==> src/rtl/mic_level_meter_pkg.sv <==
// Shared widths and helpers for the microphone level meter.
// The thermometer encoder lives here so the RTL and any consumer build level codes the same way.
package mic_level_meter_pkg;
  localparam int BAR_COUNT = 16;
  localparam int LEVEL_W   = 16;
  localparam int MIC_W     = 12;
  localparam int AMP_W     = 11;
  localparam int BARS_W    = 5;

  // Bit k is lit when k < bars, so bars=16 gives all ones.
  function automatic logic [LEVEL_W-1:0] thermometer(input logic [BARS_W-1:0] bars);
    logic [LEVEL_W-1:0] t;
    t = '0;
    for (int k = 0; k < LEVEL_W; k++) t[k] = (BARS_W'(k) < bars);
    return t;
  endfunction
endpackage

==> src/rtl/mic_level_meter_if.sv <==
// Sample stream in, level/bars/peak out; the master side is the mic/display environment.
interface mic_level_meter_if;
  import mic_level_meter_pkg::*;

  logic               sample_en;
  logic [MIC_W-1:0]   mic_in;
  logic               freeze;
  logic [LEVEL_W-1:0] level;
  logic [BARS_W-1:0]  bars;
  logic [AMP_W-1:0]   peak;
  logic               level_valid;

  modport master (output sample_en, mic_in, freeze,
                  input  level, bars, peak, level_valid);
  modport slave  (input  sample_en, mic_in, freeze,
                  output level, bars, peak, level_valid);
endinterface

==> src/rtl/mic_level_meter_quantiser.sv <==
// Amplitude to bar count: counts how many of the thresholds STEP, 2*STEP .. 16*STEP are reached.
module level_quantiser
  import mic_level_meter_pkg::*;
#(
  parameter int STEP = 120
) (
  input  logic [AMP_W-1:0]  i_amp,
  output logic [BARS_W-1:0] o_bars
);

  always_comb begin
    o_bars = '0;
    for (int k = 1; k <= BAR_COUNT; k++) begin
      if (32'(i_amp) >= 32'(k * STEP)) o_bars = o_bars + BARS_W'(1);
    end
  end

endmodule

==> src/rtl/mic_level_meter.sv <==
// Windowed peak meter: tracks peak amplitude per WINDOW samples and publishes a decaying bar level.
module mic_level_meter
  import mic_level_meter_pkg::*;
#(
  parameter int WINDOW   = 2000,
  parameter int BASELINE = 2048,
  parameter int STEP     = 120,
  parameter int DECAY_EN = 1
) (
  input logic               i_clk,
  input logic               i_rst,
  mic_level_meter_if.slave  io_mic
);

  localparam int CNT_W = $clog2(WINDOW);
  localparam logic [MIC_W:0] BASE    = (MIC_W+1)'(BASELINE);
  localparam logic [MIC_W:0] AMP_MAX = (MIC_W+1)'(2**AMP_W - 1);

  logic [CNT_W-1:0]   r_cnt;
  logic [AMP_W-1:0]   r_acc;
  logic [AMP_W-1:0]   r_peak;
  logic [BARS_W-1:0]  r_bars;
  logic [LEVEL_W-1:0] r_level;
  logic               r_valid;

  logic [MIC_W:0]     w_diff;
  logic [AMP_W-1:0]   w_amp;
  logic [AMP_W-1:0]   w_win_peak;
  logic [BARS_W-1:0]  w_new_bars;
  logic [BARS_W-1:0]  w_next_bars;
  logic               w_close;

  always_comb begin
    w_diff = {1'b0, io_mic.mic_in} - BASE;
    w_amp  = '0;
    if ({1'b0, io_mic.mic_in} > BASE) begin
      w_amp = (w_diff > AMP_MAX) ? AMP_MAX[AMP_W-1:0] : w_diff[AMP_W-1:0];
    end
  end

  // The closing sample is part of the window it closes.
  assign w_win_peak = (w_amp > r_acc) ? w_amp : r_acc;
  assign w_close    = io_mic.sample_en && (r_cnt == CNT_W'(WINDOW - 1));

  level_quantiser #(.STEP(STEP)) u_quant (
    .i_amp  (w_win_peak),
    .o_bars (w_new_bars)
  );

  // Instant attack; with decay enabled a quieter window drops the display by one bar only.
  always_comb begin
    w_next_bars = w_new_bars;
    if (DECAY_EN != 0 && w_new_bars < r_bars) w_next_bars = r_bars - BARS_W'(1);
  end

  always_ff @(posedge i_clk or posedge i_rst) begin
    if (i_rst) begin
      r_cnt   <= '0;
      r_acc   <= '0;
      r_peak  <= '0;
      r_bars  <= '0;
      r_level <= '0;
      r_valid <= 1'b0;
    end else begin
      r_valid <= 1'b0;
      if (w_close) begin
        r_cnt <= '0;
        r_acc <= '0;
        if (!io_mic.freeze) begin
          r_peak  <= w_win_peak;
          r_bars  <= w_next_bars;
          r_level <= thermometer(w_next_bars);
          r_valid <= 1'b1;
        end
      end else if (io_mic.sample_en) begin
        r_cnt <= r_cnt + CNT_W'(1);
        r_acc <= w_win_peak;
      end
    end
  end

  assign io_mic.level       = r_level;
  assign io_mic.bars        = r_bars;
  assign io_mic.peak        = r_peak;
  assign io_mic.level_valid = r_valid;

endmodule

==> src/flat_wrapper.sv <==
// flat-port wrapper written by rule: the top's interface ports become plain ports
module mic_level_meter_flat import mic_level_meter_pkg::*;
#(
  parameter int WINDOW   = 2000,
  parameter int BASELINE = 2048,
  parameter int STEP     = 120,
  parameter int DECAY_EN = 1
)
  (i_clk, i_rst, io_mic_sample_en, io_mic_mic_in, io_mic_freeze, io_mic_level, io_mic_bars, io_mic_peak, io_mic_level_valid);
  mic_level_meter_if io_mic_i ();
  input logic i_clk;
  input logic i_rst;
  input wire logic [$bits(io_mic_i.sample_en)-1:0] io_mic_sample_en;
  input wire logic [$bits(io_mic_i.mic_in)-1:0] io_mic_mic_in;
  input wire logic [$bits(io_mic_i.freeze)-1:0] io_mic_freeze;
  output wire logic [$bits(io_mic_i.level)-1:0] io_mic_level;
  output wire logic [$bits(io_mic_i.bars)-1:0] io_mic_bars;
  output wire logic [$bits(io_mic_i.peak)-1:0] io_mic_peak;
  output wire logic [$bits(io_mic_i.level_valid)-1:0] io_mic_level_valid;
  assign io_mic_i.sample_en = io_mic_sample_en;
  assign io_mic_i.mic_in = io_mic_mic_in;
  assign io_mic_i.freeze = io_mic_freeze;
  assign io_mic_level = io_mic_i.level;
  assign io_mic_bars = io_mic_i.bars;
  assign io_mic_peak = io_mic_i.peak;
  assign io_mic_level_valid = io_mic_i.level_valid;
  mic_level_meter #(.WINDOW(WINDOW), .BASELINE(BASELINE), .STEP(STEP), .DECAY_EN(DECAY_EN)) u_core (.i_clk(i_clk), .i_rst(i_rst), .io_mic(io_mic_i));
endmodule
==> config.mk <==
export PLATFORM = sky130hd
export DESIGN_NAME = mic_level_meter_flat
export DESIGN_NICKNAME = d
export VERILOG_FILES = /design/src/rtl/mic_level_meter_pkg.sv /design/src/rtl/mic_level_meter_if.sv /design/src/rtl/mic_level_meter_quantiser.sv /design/src/rtl/mic_level_meter.sv /design/src/flat_wrapper.sv
export SDC_FILE = /design/constraint.sdc
export NUM_CORES = 1
export LEC_CHECK = 0
export CAP_MARGIN = 20
export CORE_MARGIN = 2
export CORE_UTILIZATION = 38
export DETAILED_ROUTE_END_ITERATION = 8
export PLACE_DENSITY = 0.65
export SYNTH_ARGS = -nofsm -noshare
export SYNTH_HDL_FRONTEND = slang
export SYNTH_SLANG_ARGS = --single-unit
==> constraint.sdc <==
create_clock -name i_clk -period 16 [get_ports i_clk]
set_input_delay 2.4 -clock i_clk [delete_from_list [all_inputs] [get_ports i_clk]]
set_output_delay 2.4 -clock i_clk [all_outputs]
set_load 0.05 [all_outputs]
==> results.json <==
{
  "r2r-start": "u_core.r_acc[6]$_DFFE_PP0P_",
  "finish.instance_area_sq_um": 6370,
  "synthToLayoutAreaGrowth_pct": 19.7,
  "synth_compound_gate_area_share_pct": 25.1,
  "drcViolationCount": 0,
  "final-setup-viol-count": 0,
  "dr.pass1.iters": 4,
  "cap_viol_max_count": 0,
  "postSynthCellCount": 664,
  "cts.htree.levels": 2,
  "critPathCaptureType": "flip-flop",
  "hold_viol_final": 0,
  "hold_path_class": "reg2reg",
  "critical_path_arrival_ps": 15520,
  "worst_skew_pair.late_latency_ps": 290,
  "synth.yosys.warnings": 0,
  "last_weighted_congestion_value_of_the_routability_driven_placer": 0.969,
  "clock_sinks": 54,
  "grt_usage_pct": 21.1,
  "path_max_fanout": 6,
  "finalCritPeriodShare_pct": 95.7,
  "antenna_found_initial": 0,
  "boundaryPins": 49,
  "die_height_um": 122,
  "initialDrtViolationCount": 289,
  "min-delay-start": "u_core.io_mic.peak[0]$_DFFE_PP0P_",
  "post_drt_wl_per_cell_um": 17.3,
  "rows": 43,
  "clockRootBuffer": "sky130_fd_sc_hd__clkbuf_16",
  "place.detailed.hpwl_mm": 11.9,
  "routed-via-count": 5188,
  "dominant_combinational_cell_family_by_area_after_synthesis": "compound AO/OA/AOI/OAI gates",
  "synth_flop_cell": "sky130_fd_sc_hd__dfrtp_1",
  "cts_buffers": 5,
  "fillerInstances": 1401,
  "worstMarginPinSlew_ps": 904,
  "muxShareOfSynthArea_pct": 4.75,
  "synth_seq_area_share_pct": 25.4,
  "crit_type": "in2reg",
  "critical-path-slowest-cell": "sky130_fd_sc_hd__clkdlybuf4s50_1",
  "synth_fa_ha_area_share_pct": 7.71,
  "cp_slowest_stage_delay_ps": 530,
  "ys_seq_elements": 54,
  "grt_first_pass_wirelength_mm": 25.5,
  "drt_wl_total_mm": 15.6,
  "syn_area_sq_um": 5320,
  "worst_slew_margin_rel_pct": 38.9,
  "routed_via_density": 5.75,
  "starting_density_of_the_core_pct": 38.7,
  "core_ar_sq_um": 13800,
  "floorplan.die.width_um": 122,
  "place_area_sq_um": 6100,
  "max_clock_freq_mhz": 65.3,
  "critPathMostFrequentCell": "sky130_fd_sc_hd__ha_1",
  "ctsLongestPathBuffers": 2,
  "min_to": "u_core.io_mic.peak[0]$_DFFE_PP0P_",
  "grt_overflow_total": 0,
  "first_global_vias": 5139,
  "top_library_cells_by_usage_in_the_layout_fill_and_taps_aside": "68 x sky130_fd_sc_hd__nor2_1, 63 x sky130_fd_sc_hd__nand2_1, 54 x sky130_fd_sc_hd__dfrtp_1, 47 x sky130_fd_sc_hd__clkdlybuf4s50_1, 46 x sky130_fd_sc_hd__a21oi_1",
  "r2r_slack_ps": 2590,
  "synthesized_area_fraction_occupied_by_xor_and_xnor_cells_pct": 10.3,
  "maxSlewViolCount": 0,
  "fin_nets": 769,
  "numPortBuffers": 48,
  "final.setup.tns_ps": 0,
  "finalWorstPathRequiredPeriod_ps": 15310,
  "synth.avg_cell_area_sq_um": 8.02,
  "hold_critical_path_depth": 2,
  "final_common_cell": "sky130_fd_sc_hd__nor2_1",
  "synth_cell_types": 78,
  "synthesis.nets": 712,
  "post_synth_and_or_nand_nor_area_fraction_pct": 21.3,
  "post_route_cells_drive_above_1_share_pct": 12.5,
  "worst_reg2reg_path_depth": 63,
  "hold_buffers": 0,
  "cts_tree": "yes",
  "largest_net_degree_at_the_start_of_global_routing": 55,
  "status": "complete, no violations",
  "clk_transition_reported_paths_ps": 70,
  "die_area_sq_um": 15000,
  "diodes": 0,
  "fin_skew_ps": 4.66,
  "critPathLaunchType": "input pin",
  "ys_async_sr_fraction_pct": 100,
  "synth_edf_count": 0,
  "route.antenna.remaining_nets": 0,
  "crit_required_ps": 16220,
  "r2r_end": "u_core.io_mic.level[6]$_DFFE_PP0P_"
}
-- through the flow --
step,hold WS (ps),setup slack [ps],instances,utilization (%)
2_1_floorplan,467,935,664,-
3_3_place_gp,468,184,888,44.3
3_5_place_dp,469,-162,888,44.3
4_1_cts,485,33.8,896,45.3
5_1_grt,516,-84.7,902,46.3
6_report,477,695,902,46.3
-- repair_timing --
item | CTS | global route
gates resized for setup | 0 | 16
buffers inserted | 0 | 5
setup endpoints to repair | 0 | 20
-- final cells by class --
class	count	area [sq um]	area share (%)
clock buffers	6	129	2.02
well taps	180	225	3.53
clock inverters	2	13.8	0.216
flip-flops and latches	54	1350	21.2
multi-input cells	538	3740	58.6
inverters	39	146	2.30
repair buffers	83	771	12.1
-- critical path: cells and delay by family --
kind	cells	cell delay [ps]
xor+xnor	3	540
mux	4	1170
simple gates	22	2910
compound gates	14	2820
buf+inv	6	1070
fa+ha+maj	16	4600
-- sequential cells by signal, indices dropped and copies added, names as in the netlist --
register / flops
u_core.io_mic.level: 16
u_core.io_mic.peak: 11
u_core.io_mic.level_valid: 1
u_core.r_cnt: 11
u_core.io_mic.bars: 4
u_core.r_acc: 11
-- synth_stat cells, types with 3 or more instances --
library cell	number	area share, %
sky130_fd_sc_hd__mux2i_1	14	2.6
sky130_fd_sc_hd__a311oi_1	4	0.66
sky130_fd_sc_hd__o211ai_1	4	0.56
sky130_fd_sc_hd__clkbuf_1	26	1.8
sky130_fd_sc_hd__dfrtp_1	54	25
sky130_fd_sc_hd__and2_1	14	1.6
sky130_fd_sc_hd__nand3b_1	5	0.71
sky130_fd_sc_hd__xnor2_2	4	1.2
sky130_fd_sc_hd__o41ai_1	3	0.49
sky130_fd_sc_hd__xor2_1	16	2.6
sky130_fd_sc_hd__nand2b_1	8	0.94
sky130_fd_sc_hd__a22o_1	6	0.99
sky130_fd_sc_hd__nor4_1	5	0.59
sky130_fd_sc_hd__o22ai_1	11	1.3
sky130_fd_sc_hd__nand3_1	22	2.1
sky130_fd_sc_hd__nand2_1	64	4.5
sky130_fd_sc_hd__o21ai_0	27	2.5
sky130_fd_sc_hd__mux2_2	10	2.1
sky130_fd_sc_hd__and3_1	7	0.82
sky130_fd_sc_hd__o21ai_1	7	0.66
sky130_fd_sc_hd__a21boi_0	3	0.42
sky130_fd_sc_hd__and4_1	3	0.49
sky130_fd_sc_hd__buf_2	4	0.38
sky130_fd_sc_hd__ha_1	32	7.5
sky130_fd_sc_hd__nor2_1	70	4.9
sky130_fd_sc_hd__a21o_1	8	1.1
sky130_fd_sc_hd__o21a_1	5	0.71
sky130_fd_sc_hd__a31oi_1	12	1.4
sky130_fd_sc_hd__o31a_1	4	0.66
sky130_fd_sc_hd__a211oi_1	9	1.3
sky130_fd_sc_hd__xnor2_1	24	3.9
sky130_fd_sc_hd__nor3_1	16	1.5
sky130_fd_sc_hd__nand4_1	11	1.3
sky130_fd_sc_hd__inv_1	38	2.7
sky130_fd_sc_hd__a21oi_2	10	1.6
sky130_fd_sc_hd__a21oi_1	46	4.3
sky130_fd_sc_hd__or2_2	3	0.35
-- per-layer routing --
metal	global-route usage [%]	routed length (um)	share of wire, %	vias to the layer above
met5	0	0	0	-
met4	6.18	354	2.3	0
met3	2.97	730	4.7	28
met2	34.5	7290	47	151
met1	28.8	7270	46	2484
li1	-	-	-	2525
-- how the worst max path moves through the flow --
| stage | end | startpoint | slack, ps | depth (start not counted) |
|---|---|---|---|---|
| after floorplan | u_core.io_mic.level[6]$_DFFE_PP0P_ | io_mic_mic_in[11] | 940 | 66 |
| after global placement | u_core.io_mic.level[14]$_DFFE_PP0P_ | io_mic_mic_in[11] | 180 | 67 |
| after detailed placement | u_core.io_mic.level[1]$_DFFE_PP0P_ | io_mic_mic_in[11] | -160 | 67 |
| after CTS | u_core.io_mic.level[6]$_DFFE_PP0P_ | io_mic_mic_in[11] | 30 | 67 |
| after global routing | u_core.io_mic.level[2]$_DFFE_PP0P_ | io_mic_mic_in[8] | -80 | 68 |
| final | u_core.io_mic.level[6]$_DFFE_PP0P_ | io_mic_mic_in[8] | 690 | 65 |
-- cell families after synthesis --
group	after synthesis
simple gates	238
xor+xnor	50
mux	24
buf+inv	72
fa+ha+maj	33
flops	54
compound gates	193
Power is left out: the tool's default activity adds up to more than one toggle a clock period on the data nets, which glitch-free logic cannot reach.
